### src/rtl/usb_rx_packet.sv
// USB receive packet engine: PID check, CRC16 check, payload forwarding with the two CRC bytes held back.
// Payload byte n leaves one cycle after byte n+2 arrives and pkt_done follows rx_active low by one cycle; there is no backpressure.
module usb_rx_packet #(
    parameter int MAX_BYTES = 1023
) (
    input  logic        clk,
    input  logic        reset,
    input  logic        rx_active,
    input  logic        rx_valid,
    input  logic        rx_error,
    input  logic [7:0]  rx_data,
    output logic [3:0]  pid,
    output logic        pid_valid,
    output logic [7:0]  data_out,
    output logic        data_valid,
    output logic [10:0] byte_count,
    output logic        busy,
    output logic        pkt_done,
    output logic        pkt_ok,
    output logic        err_pid,
    output logic        err_crc,
    output logic        err_len,
    output logic        err_rx
);

    typedef enum logic [2:0] {S_IDLE, S_PID, S_DATA, S_ABORT, S_DONE} state_t;

    localparam logic [10:0] LP_MAX = 11'(MAX_BYTES);

    state_t      r_state;
    logic [15:0] r_crc;
    logic [7:0]  r_hb0;
    logic [7:0]  r_hb1;
    logic [1:0]  r_hb_cnt;
    logic        r_is_data;
    logic        r_err_pid;
    logic        r_err_len;
    logic        r_err_rx;

    logic        w_pid_ok;
    logic        w_in_pkt;
    logic        w_fin_pid;
    logic        w_fin_len;
    logic        w_fin_crc;
    logic [15:0] w_crc_next;

    function automatic logic [15:0] crc_byte(input logic [15:0] c, input logic [7:0] d);
        logic [15:0] x;
        x = c ^ {8'h00, d};
        for (int i = 0; i < 8; i++) begin
            x = x[0] ? ((x >> 1) ^ 16'hA001) : (x >> 1);
        end
        return x;
    endfunction

    // Only data (xx11) and handshake (xx10) PIDs are accepted.
    assign w_pid_ok   = (rx_data[7:4] == ~rx_data[3:0]) && rx_data[1];
    assign w_crc_next = crc_byte(r_crc, rx_data);
    assign w_in_pkt   = (r_state == S_PID) || (r_state == S_DATA) || (r_state == S_ABORT);
    assign w_fin_pid  = r_err_pid || (r_state == S_PID);
    assign w_fin_len  = r_err_len || ((r_state == S_DATA) && r_is_data && (r_hb_cnt != 2'd2));
    assign w_fin_crc  = (r_state == S_DATA) && r_is_data && (r_hb_cnt == 2'd2) && (r_crc != 16'hB001);
    assign busy       = (r_state != S_IDLE);

    always_ff @(posedge clk) begin
        if (!reset) begin
            r_state    <= S_IDLE;
            r_crc      <= 16'hFFFF;
            r_hb0      <= 8'h00;
            r_hb1      <= 8'h00;
            r_hb_cnt   <= 2'd0;
            r_is_data  <= 1'b0;
            r_err_pid  <= 1'b0;
            r_err_len  <= 1'b0;
            r_err_rx   <= 1'b0;
            pid        <= 4'h0;
            pid_valid  <= 1'b0;
            data_out   <= 8'h00;
            data_valid <= 1'b0;
            byte_count <= 11'd0;
            pkt_done   <= 1'b0;
            pkt_ok     <= 1'b0;
            err_pid    <= 1'b0;
            err_crc    <= 1'b0;
            err_len    <= 1'b0;
            err_rx     <= 1'b0;
        end else begin
            pid_valid  <= 1'b0;
            data_valid <= 1'b0;
            pkt_done   <= 1'b0;
            pkt_ok     <= 1'b0;
            err_pid    <= 1'b0;
            err_crc    <= 1'b0;
            err_len    <= 1'b0;
            err_rx     <= 1'b0;

            if (w_in_pkt && !rx_active) begin
                // End of packet from any active state; holdback contents are the CRC and are dropped.
                pkt_done <= 1'b1;
                err_pid  <= w_fin_pid;
                err_len  <= w_fin_len;
                err_crc  <= w_fin_crc;
                err_rx   <= r_err_rx;
                pkt_ok   <= ~(w_fin_pid | w_fin_len | w_fin_crc | r_err_rx);
                r_state  <= S_DONE;
            end else if (((r_state == S_PID) || (r_state == S_DATA)) && rx_error) begin
                r_err_rx <= 1'b1;
                r_state  <= S_ABORT;
            end else begin
                case (r_state)
                    S_IDLE: begin
                        if (rx_active) begin
                            r_state <= S_PID;
                        end
                    end
                    S_PID: begin
                        if (rx_valid) begin
                            byte_count <= 11'd0;
                            if (w_pid_ok) begin
                                pid       <= rx_data[3:0];
                                pid_valid <= 1'b1;
                                r_is_data <= rx_data[0];
                                r_state   <= S_DATA;
                            end else begin
                                r_err_pid <= 1'b1;
                                r_state   <= S_ABORT;
                            end
                        end
                    end
                    S_DATA: begin
                        if (rx_valid) begin
                            r_crc <= w_crc_next;
                            if (!r_is_data) begin
                                r_err_len <= 1'b1;
                            end
                            if (r_hb_cnt != 2'd2) begin
                                if (r_hb_cnt == 2'd0) begin
                                    r_hb0 <= rx_data;
                                end else begin
                                    r_hb1 <= rx_data;
                                end
                                r_hb_cnt <= r_hb_cnt + 2'd1;
                            end else begin
                                if (r_is_data) begin
                                    if (byte_count >= LP_MAX) begin
                                        r_err_len <= 1'b1;
                                    end else begin
                                        data_out   <= r_hb0;
                                        data_valid <= 1'b1;
                                        if (byte_count != 11'h7FF) begin
                                            byte_count <= byte_count + 11'd1;
                                        end
                                    end
                                end
                                r_hb0 <= r_hb1;
                                r_hb1 <= rx_data;
                            end
                        end
                    end
                    S_ABORT: begin
                        r_state <= S_ABORT;
                    end
                    S_DONE: begin
                        r_state   <= S_IDLE;
                        r_crc     <= 16'hFFFF;
                        r_hb_cnt  <= 2'd0;
                        r_is_data <= 1'b0;
                        r_err_pid <= 1'b0;
                        r_err_len <= 1'b0;
                        r_err_rx  <= 1'b0;
                    end
                    default: begin
                        r_state <= S_IDLE;
                    end
                endcase
            end
        end
    end

endmodule

### config.mk
export PLATFORM = sky130hd
export DESIGN_NAME = usb_rx_packet
export DESIGN_NICKNAME = d
export VERILOG_FILES = /design/src/rtl/usb_rx_packet.sv
export SDC_FILE = /design/constraint.sdc
export NUM_CORES = 1
export LEC_CHECK = 0
export CAP_MARGIN = 20
export CELL_PAD_IN_SITES_DETAIL_PLACEMENT = 1
export CELL_PAD_IN_SITES_GLOBAL_PLACEMENT = 1
export CORE_ASPECT_RATIO = 1.75
export CORE_MARGIN = 2
export CORE_UTILIZATION = 44
export DETAILED_ROUTE_END_ITERATION = 8
export PLACE_DENSITY = 0.95
export SETUP_SLACK_MARGIN = 0.15
export SLEW_MARGIN = 20
export SYNTH_ARGS = -nofsm -noshare
export SYNTH_HDL_FRONTEND = slang
export SYNTH_SLANG_ARGS = --single-unit
### constraint.sdc
create_clock -name clk -period 3 [get_ports clk]
set_input_delay 0.75 -clock clk [delete_from_list [all_inputs] [get_ports clk]]
set_output_delay 0.75 -clock clk [all_outputs]
set_load 0.02 [all_outputs]
# Word level (Yosys, flattened, before mapping)
# Index checks and enable logic that the tools add are counted.
[word_totals]
regBits = 72
[classes]
add_sub_neg = 2
order_cmp = 1
eq_ne = 26
muxes = 47
bitwise_logic = 23
n_reduce_logical = 35
[ops]
columns = ["operator", "n"]
rows = [
  ["two-way mux 16 bit", 9],
  ["two-way mux 11 bit", 6],
  ["two-way mux 8 bit", 4],
  ["case mux 16 bit (2 select lines)", 1],
  ["AND reduction 5 bit", 6],
  ["inverter 2 -> 3 bit", 8],
  ["case mux 11 bit (2 select lines)", 1],
  ["inequality test 2 bit (second input constant)", 9],
  ["inequality test 16 bit (second input constant)", 1],
  ["bitwise XOR 16 x 8 -> 16 bit", 1],
  ["two-way mux 1 bit", 15],
  ["two-way mux 3 bit", 4],
  ["case mux 3 bit (4 select lines)", 1],
  ["adder 11 x 1 -> 11 bit (second input constant)", 1],
  ["greater-or-equal comparator 11 x 10 -> 1 bit (second input constant)", 1],
  ["inequality test 11 bit (second input constant)", 1],
  ["inverter 1 bit", 10],
  ["AND reduction 9 bit", 1],
  ["inequality test 2 x 1 -> 1 bit (second input constant)", 4],
  ["nonzero test 2 bit", 4],
  ["logical AND 1 bit", 7],
  ["AND reduction 7 bit", 1],
  ["OR reduction 7 bit", 1],
  ["equality test 3 x 2 -> 1 bit (second input constant)", 2],
  ["other kinds (25)", 35],
]

# Logic depth before layout (Yosys ltp)
# Gate-level depths: netlist of the first run.
[depth]
ltp_word = 19
mapped_depth = 8
depth_no_buf = 7

# Worst setup path after synthesis of the first run
# Ideal clock, no wire load.
[synth_timing]
kind = "input-to-reg"
from = "in rx_error"
to = "reg r_hb1[0]"
setup_ns = 0.128
arrival_time_ns = 2.117
required_time_ns = 2.872
path_slack_ns = 0.755
stages = 7
n_path_buf = 1
cell_sequence = "and2b_1 > a31oi_1 > or2_4 > buf_6 > nor3_4 > mux2i_1 > nor2_1"
[synth_via]
elab_chain_cells = 3
[synth_rtl]
columns = ["item", "line", "source"]
rows = [
  ["start: declaration", "10", "input logic rx_error,"],
  ["logical AND 1 bit", "106", "end else if (((r_state == S_PID) || (r_state == S_DATA)) && rx_error) begin"],
  ["inverter 1 bit (no source line)", "-", ""],
  ["AND reduction 5 bit (no source line)", "-", ""],
  ["end signal: assignment", "140", "r_hb1 <= rx_data;"],
  ["end signal: assignment", "156", "r_hb1 <= rx_data;"],
  ["end: declaration", "33", "logic [7:0] r_hb1;"],
]
# Every way passes these cells.
# A chain may end at the register's enable or synchronous reset.

# Worst setup path after layout of the first run
[layout_timing]
from = "in rx_data[2]"
to = "reg r_crc[0]"
[layout_via]
elab_chain_cells = 12
[layout_rtl]
columns = ["item", "line", "source"]
rows = [
  ["start: declaration", "11", "input logic [7:0] rx_data,"],
  ["bitwise XOR 16 x 8 -> 16 bit (*)", "49", "x = c ^ {8'h00, d};"],
  ["two-way mux 16 bit (*)", "51", "x = x[0] ? ((x >> 1) ^ 16'hA001) : (x >> 1);"],
  ["inverter 2 -> 3 bit (no source line)", "-", ""],
  ["two-way mux 16 bit (*) (7 in series)", "51", ""],
  ["two-way mux 16 bit (*)", "131", "if (rx_valid) begin"],
  ["case mux 16 bit (2 select lines) (*)", "110", "case (r_state)"],
  ["end signal: assignment", "132", "r_crc <= w_crc_next;"],
  ["end: declaration", "31", "logic [15:0] r_crc;"],
]
# Mark *: on every way between the ends. The rest lies on a longest branch, timed or not. The select of a mux whose other input is x is not followed.

==> results by group, run 1 <==
Clock tree
  • CTS tree: built
  • TritonCTS Buffers: 9
  • H-tree Lvls: 3
  • Clk Latency, worst-skew pair: 340 ps
  • CTS max path bufs: 2
  • Postcts setup bufs: 0
  • CTS sink count: 72
  • Reg clk slew, reported paths: 60 ps
  • CTS root buf: clkbuf_16
  • Hold-fix buffers, CTS: 0
  • Resized cells post-CTS: 0

STA
  • Final worst-path cycle share: 87.2%
  • Worst Max-Slew Pin Slew: 500 ps
  • Slew headroom: 66.6%
  • WHS: 461 ps
  • Period minus WS final: 2620 ps
  • Final Hold Viols: 0
  • Layout Skew: 7.69 ps
  • Final setup viols: 0
  • Setup Total Neg Slack: 0 ps
  • Setup WS post-layout: 385 ps
  • Fmax: 382 MHz
  • RSZ-0062 raised after global routing: no
  • Pins over their slew limit: 0

Place
  • Placer Congestion: 0.859
  • Pre-CTS WS: 36.6 ps
  • Post-DP HPWL: 6.77 mm
  • PortBufs: 44

Final layout
  • Ratio of cells with drive above 1 in the final layout: 9.24%
  • Final nets: 434
  • # diodes: 0
  • Area Overhead vs Synth: 27.3%

Die
  • Row count: 41
  • Starting Density: 45.3%
  • Core Area: 7180 sq um
  • Die width: 69.0 microns
  • Chip Height: 118 microns
  • IO Pins: 45
  • Full die area: 8130 sq um

Min path
  • Tightest Hold Check Type: flip-flop to flip-flop
  • Min-delay src: r_hb_cnt[0]$_SDFFE_PN0P_
  • Hold-critical path depth: 2

Synthesis
  • Mapped Avg Cell Area: 8.97 sq um
  • Synth cell types: 47
  • YS warnings: 0
  • Ys flop type: dfxtp_1
  • Async SR Flop Fraction: 0%
  • Number of synthesized flops with an enable pin: 0
  • Area leader, netlist: dfxtp_1
  • Yosys reg bits: 72
  • Seq/Total Area, Yosys: 44.3%
  • Synthesized Nets: 380
  • Share of the synthesized area in the top cell type: 44.3%
  • Post-Syn Area: 3250 sq um
  • Synth top area cells: dfxtp_1 (44%), mux2i_1 (8.9%), nor2_1 (7.2%)
  • Mapped Cells: 363

Worst setup path
  • CP Launch Type: input port
  • Worst Setup SP: rx_data[2]
  • Worst Path Arrival: 2840 ps
  • WP data required: 3220 ps
  • WS Path Type: input port to flip-flop
  • Critical R2R Launch: r_state[1]$_SDFFE_PP0P_
  • R2r worst-path depth: 6
  • CP Capture Type: flip-flop
  • CP max FO: 5

Power
  • Worst vdd ir: 0.000404 V
  • P_int: 0.00171 W
  • Clock Power Share: 46.9%
  • Switch Pwr: 0.000543 W
  • Logic pwr share: 9.2%
  • Reg power frac: 43.9%
  • Leak Pwr: 1.46 nW
  • Cell Pwr Density: 544 nW/um^2
  • Sw Share: 24.1%

GRT
  • Vias in the first global route: 3098
  • Largest net degree at the start of global routing: 27
  • Gr usage total: 24.2%
  • Grt ovf: 0
  • Initial antenna violation count: 0
  • First-pass GRT wire length: 15.6 mm

Routing
  • # DRC: 0
  • Starting DRT DRC Count: 72
  • Vias per cell: 5.70
  • First-pass DRT Iterations: 4
  • Drt total wl: 9.32 mm
  • Via Count: 2895
  • WL/cell: 18.3 microns
  • Detail Route Antenna Nets: 0

Run status
  • Status: completed

Run
  • # Max-Cap Violations: 0
## power by group through the flow
stage                     clock network (W)  logic (W)  registers [W]
after global routing                0.00110   0.000226       0.000992
after global placement                    0   0.000195        0.00101
after floorplan                           0   0.000131        0.00100
after detailed placement                  0   0.000204        0.00101
final                               0.00106   0.000207       0.000990
after CTS                           0.00107   0.000207       0.000989
## sequential cells by signal (all words and copies together) (netlist names)
name,flops
byte_count,11
data_out,8
data_valid,1
err_crc,1
err_len,1
err_pid,1
err_rx,1
pid,4
pid_valid,1
pkt_done,1
pkt_ok,1
r_crc,16
r_err_len,1
r_err_pid,1
r_err_rx,1
r_hb0,8
r_hb1,8
r_hb_cnt,2
r_is_data,1
r_state,3
## metal layers
layer / vias to the layer above / global-route usage [%] / routed length (microns) / share of wire (%)
li1: 1361 / - / - / -
met1: 1417 / 25.5 / 3500 / 38
met2: 85 / 42.8 / 5010 / 54
met3: 32 / 5.22 / 319 / 3.4
met4: 0 / 14.8 / 488 / 5.2
met5: - / 0 / 0 / 0
## cells in the mapped netlist (2+ instances only)
cell type / n
xnor2_1: 21
nor3b_1: 4
nor3_4: 2
buf_2: 5
a211oi_1: 10
o21ai_0: 15
or4_1: 2
and4_1: 2
and2_1: 3
nor2_1: 62
ha_1: 4
nand2b_1: 4
a21oi_1: 6
o22ai_1: 2
a31oi_1: 6
inv_1: 7
and2b_1: 2
nor4_1: 3
dfxtp_1: 72
xor2_1: 8
nand3_1: 11
nor2b_1: 2
mux2i_1: 29
clkbuf_1: 10
o21ai_1: 2
nand4_1: 8
and3_1: 5
nor3_1: 15
nand2_1: 23
## layout make-up
cell class                      instances  area [sq um]
Fill cell                             837          3040
Multi-Input combinational cell        265          1700
Sequential cell                        72          1440
Timing Repair Buffer                   61           568
Clock buffer                           12           236
Tap cell                               86           108
Clock inverter                          4          55.1
Inverter                                8          30.0
## critical path: stages
cell and delay, ps:
clkdlybuf4s50_1 520, xnor2_1 350, xnor2_1 200, xnor3_2 500
xor2_1 250, mux2i_1 220, a31oi_1 50
## cells in the final DEF (no fill, tap or decap), types with 9 or more instances in the layout
| master | instances |
|---|---|
| a211oi_1 | 10 |
| buf_4 | 17 |
| clkbuf_16 | 9 |
| clkdlybuf4s50_1 | 44 |
| dfxtp_1 | 72 |
| mux2i_1 | 29 |
| nand2_1 | 23 |
| nand3_1 | 11 |
| nor2_1 | 62 |
| nor3_1 | 15 |
| o21ai_0 | 15 |
| xnor2_1 | 21 |
## final timing paths
kind,to,slack [ps]
max reg2reg,data_out[0]$_SDFFE_PN0P_,770
max,r_crc[0]$_SDFFE_PN1P_,380
min,r_hb_cnt[0]$_SDFFE_PN0P_,460
min reg2reg,r_hb_cnt[0]$_SDFFE_PN0P_,460
## logic make-up after synthesis
kind of cell    count (synthesis)  synth area share, %
xor+xnor                       30                 8.54
compound gates                 48                 9.42
fa+ha+maj                       4                 1.54
flops                          72                 44.3
mux                            29                 8.92
buf+inv                        26                 3.54
simple gates                  154                 23.8
## stage by stage
stage,instances,util [%],power (W),instance area (sq um)
CTS,508,57.7,0.00226,4140
floorplan,363,-,0.00114,3250
global placement,492,53.6,0.00120,3850
global route,508,57.7,0.00232,4140
finish,508,57.7,0.00225,4140
detailed placement,492,53.6,0.00121,3850
Note: power is estimated with default switching activity, not from simulation.
==> run 2, diff against run 1 <==
CAP_MARGIN = 40   (was 20)
==> results of run 2 <==
Same layout as run 1: the final DEF is identical, and so are final timing and power.
==> run 3, diff against run 2 <==
REMOVE_ABC_BUFFERS = 1   (was unset)
==> run 3 against run 2 <==
Worst setup slack got worse by 120 ps. Critical path depth unchanged. Sequential power about the same. Sequential share of layout area increased by 0.12 points. Total power increased by 0.11%. Fmax decreased by 4.4%. Final cell count decreased by 0.79%. Clock skew decreased by 1.9 ps. Register-to-register slack got worse by 60 ps. Design area decreased by 0.33%. Largest cell class unchanged.
==> results by group, run 3 (synthesized netlist as in run 1, its figures left out) <==
GRT
  • Initial antenna violation count: 0 (unchanged)
  • Vias in the first global route: 3144 (+1.5%)
  • Largest net degree at the start of global routing: 34 (+26%)
  • First-pass GRT wire length: 16.0 mm (+2.5%)
  • Gr usage total: 25.2% (+1.1 points)
  • Grt ovf: 0 (unchanged)

Final layout
  • # diodes: 0 (unchanged)
  • Filler cell count: 829 (-0.96%)
  • Ratio of cells with drive above 1 in the final layout: 8.85% (-0.39 points)
  • Max FFs per register: 16 (unchanged)
  • Most frequent cells in the layout: dfxtp_1 (72), nor2_1 (62), clkdlybuf4s50_1 (44)
  • Biggest register: r_crc
  • Final nets: 431 (-0.69%)
  • Largest regs: r_crc (16), byte_count (11)
  • Area Overhead vs Synth: 26.9%
  • Most common cell after layout, fill and taps aside: dfxtp_1

Power
  • Cell Pwr Density: 546 nW/um^2 (+0.44%)
  • Reg power frac: 43.9% (about the same)
  • Leak Pwr: 1.46 nW (-0.28%)
  • Clock Power Share: 46.7% (-0.2 points)
  • Logic pwr share: 9.4% (+0.2 points)
  • P_int: 0.00172 W (+0.61%)
  • Worst vdd ir: 0.000342 V (-15%)
  • Sw Share: 23.7% (-0.38 points)
  • Switch Pwr: 0.000535 W (-1.5%)
  • Tot Pwr: 0.00226 W (+0.11%)

Clock tree
  • CTS max path bufs: 2 (unchanged)
  • CTS tree: built
  • CTS root buf: clkbuf_16
  • Clk Latency, worst-skew pair: 340 ps (about the same)
  • TritonCTS Buffers: 9 (unchanged)
  • Hold-fix buffers, CTS: 0 (unchanged)
  • H-tree Lvls: 3 (unchanged)
  • Postcts setup bufs: 0 (unchanged)
  • Reg clk slew, reported paths: 50 ps (about the same)
  • CTS sink count: 72 (unchanged)
  • Resized cells post-CTS: 0 (unchanged)

Worst setup path
  • WP data required: 3220 ps (about the same)
  • Worst Path Arrival: 2950 ps (+110 ps)
  • Worst Setup SP: rx_data[1]
  • Critical R2R Launch: r_state[1]$_SDFFE_PP0P_
  • CP Capture Type: flip-flop
  • FF-to-FF setup slack: 710 ps (-60 ps)
  • WS Path Type: input port to flip-flop
  • R2r worst-path depth: 6 (unchanged)
  • Critical R2R Capture: data_out[0]$_SDFFE_PN0P_
  • CP Launch Type: input port
  • CP max FO: 4 (-1)
  • Critical Path End: pid[2]$_SDFFE_PN0P_

Die
  • Chip Height: 118 microns (unchanged)
  • Die width: 69.0 microns (unchanged)
  • Full die area: 8130 sq um (unchanged)
  • Core Area: 7180 sq um (unchanged)
  • Row count: 41 (unchanged)
  • Starting Density: 45.3% (unchanged)
  • IO Pins: 45 (unchanged)

Routing
  • # DRC: 0 (unchanged)
  • Detail Route Antenna Nets: 0 (unchanged)
  • Vias per cell: 5.75 (+0.90%)
  • Via Count: 2898 (+0.10%)
  • Drt total wl: 9.89 mm (+6.1%)
  • WL/cell: 19.6 microns (+6.9%)
  • First-pass DRT Iterations: 4 (unchanged)
  • Starting DRT DRC Count: 162 (+130%)

Min path
  • Tightest Hold Check Type: flip-flop to flip-flop

Place
  • Pre-CTS WS: -50.8 ps (-87.4 ps)
  • Post-DP HPWL: 7.01 mm (+3.6%)
  • Placer Congestion: 0.868 (+0.97%)
  • PortBufs: 44 (unchanged)

STA
  • Setup WS post-layout: 264 ps (-121 ps)
  • Final worst-path cycle share: 91.2% (+4.0 points)
  • Fmax: 366 MHz (-4.4%)
  • RSZ-0062 raised after global routing: no
  • Setup Total Neg Slack: 0 ps (unchanged)
  • Layout Skew: 5.77 ps (-1.91 ps)
  • Pins over their slew limit: 0 (unchanged)
  • WHS: 476 ps (+15.1 ps)
  • Final setup viols: 0 (unchanged)
  • Worst Max-Slew Pin Slew: 565 ps (+64.7 ps)
  • Slew headroom: 62.2% (-4.4 points)
  • Period minus WS final: 2740 ps (+121 ps)
  • Final Hold Viols: 0 (unchanged)

Run status
  • Status: completed

Run
  • # Max-Cap Violations: 0 (unchanged)
## run 3: worst min-delay path by stage
| stage | cells past startpoint | startpoint | to |
|---|---|---|---|
| detailed placement | 2 | r_hb_cnt[0]$_SDFFE_PN0P_ | r_hb_cnt[0]$_SDFFE_PN0P_ |
| global route | 2 | r_hb_cnt[1]$_SDFFE_PN0P_ | r_hb_cnt[1]$_SDFFE_PN0P_ |
| finish | 2 | r_hb_cnt[0]$_SDFFE_PN0P_ | r_hb_cnt[0]$_SDFFE_PN0P_ |
| global placement | 2 | r_hb_cnt[0]$_SDFFE_PN0P_ | r_hb_cnt[0]$_SDFFE_PN0P_ |
| CTS | 2 | r_hb_cnt[0]$_SDFFE_PN0P_ | r_hb_cnt[0]$_SDFFE_PN0P_ |
| floorplan | 1 | r_err_rx$_SDFFE_PN0P_ | pkt_ok$_SDFF_PN0_ |
## run 3: cell type report
type / count / area (sq um) / share of cell area [%]
Clock buffer: 11 / 243 / 5.88
Sequential cell: 72 / 1440 / 34.9
Multi-Input combinational cell: 265 / 1700 / 41.3
Clock inverter: 4 / 45.0 / 1.09
Tap cell: 86 / 108 / 2.61
Inverter: 8 / 30.0 / 0.727
Timing Repair Buffer: 58 / 558 / 13.5
## run 3: worst max-delay path, cell delays in order
cell and delay, ps:
clkdlybuf4s50_1 580, nor3b_1 290, nand4_1 240, nor3b_1 390
and3_1 380, mux2i_1 270, nor2_1 60
## run 3: per-layer routing
layer,GRT usage (%),wire [microns],up-vias
met1,26.0,3700,1410
met2,44.2,5240,86
met5,0,0,-
li1,-,-,1357
met3,5.22,330,45
met4,18.0,616,0
## run 3: power by group through the flow
stage                     sequential, W  combinational, W  clock [W]
after floorplan                 0.00101          0.000119          0
after global placement          0.00101          0.000197          0
after detailed placement        0.00101          0.000208          0
after CTS                      0.000989          0.000213    0.00107
after global routing           0.000991          0.000229    0.00110
final                          0.000990          0.000213    0.00105
## run 3: metrics by stage
| step | utilization [%] | std cells | instance area (sq um) |
|---|---|---|---|
| after floorplan | - | 345 | 3170 |
| after global placement | 53.5 | 489 | 3840 |
| after detailed placement | 53.5 | 489 | 3840 |
| after CTS | 57.5 | 504 | 4130 |
| after global routing | 57.5 | 504 | 4130 |
| final | 57.5 | 504 | 4130 |
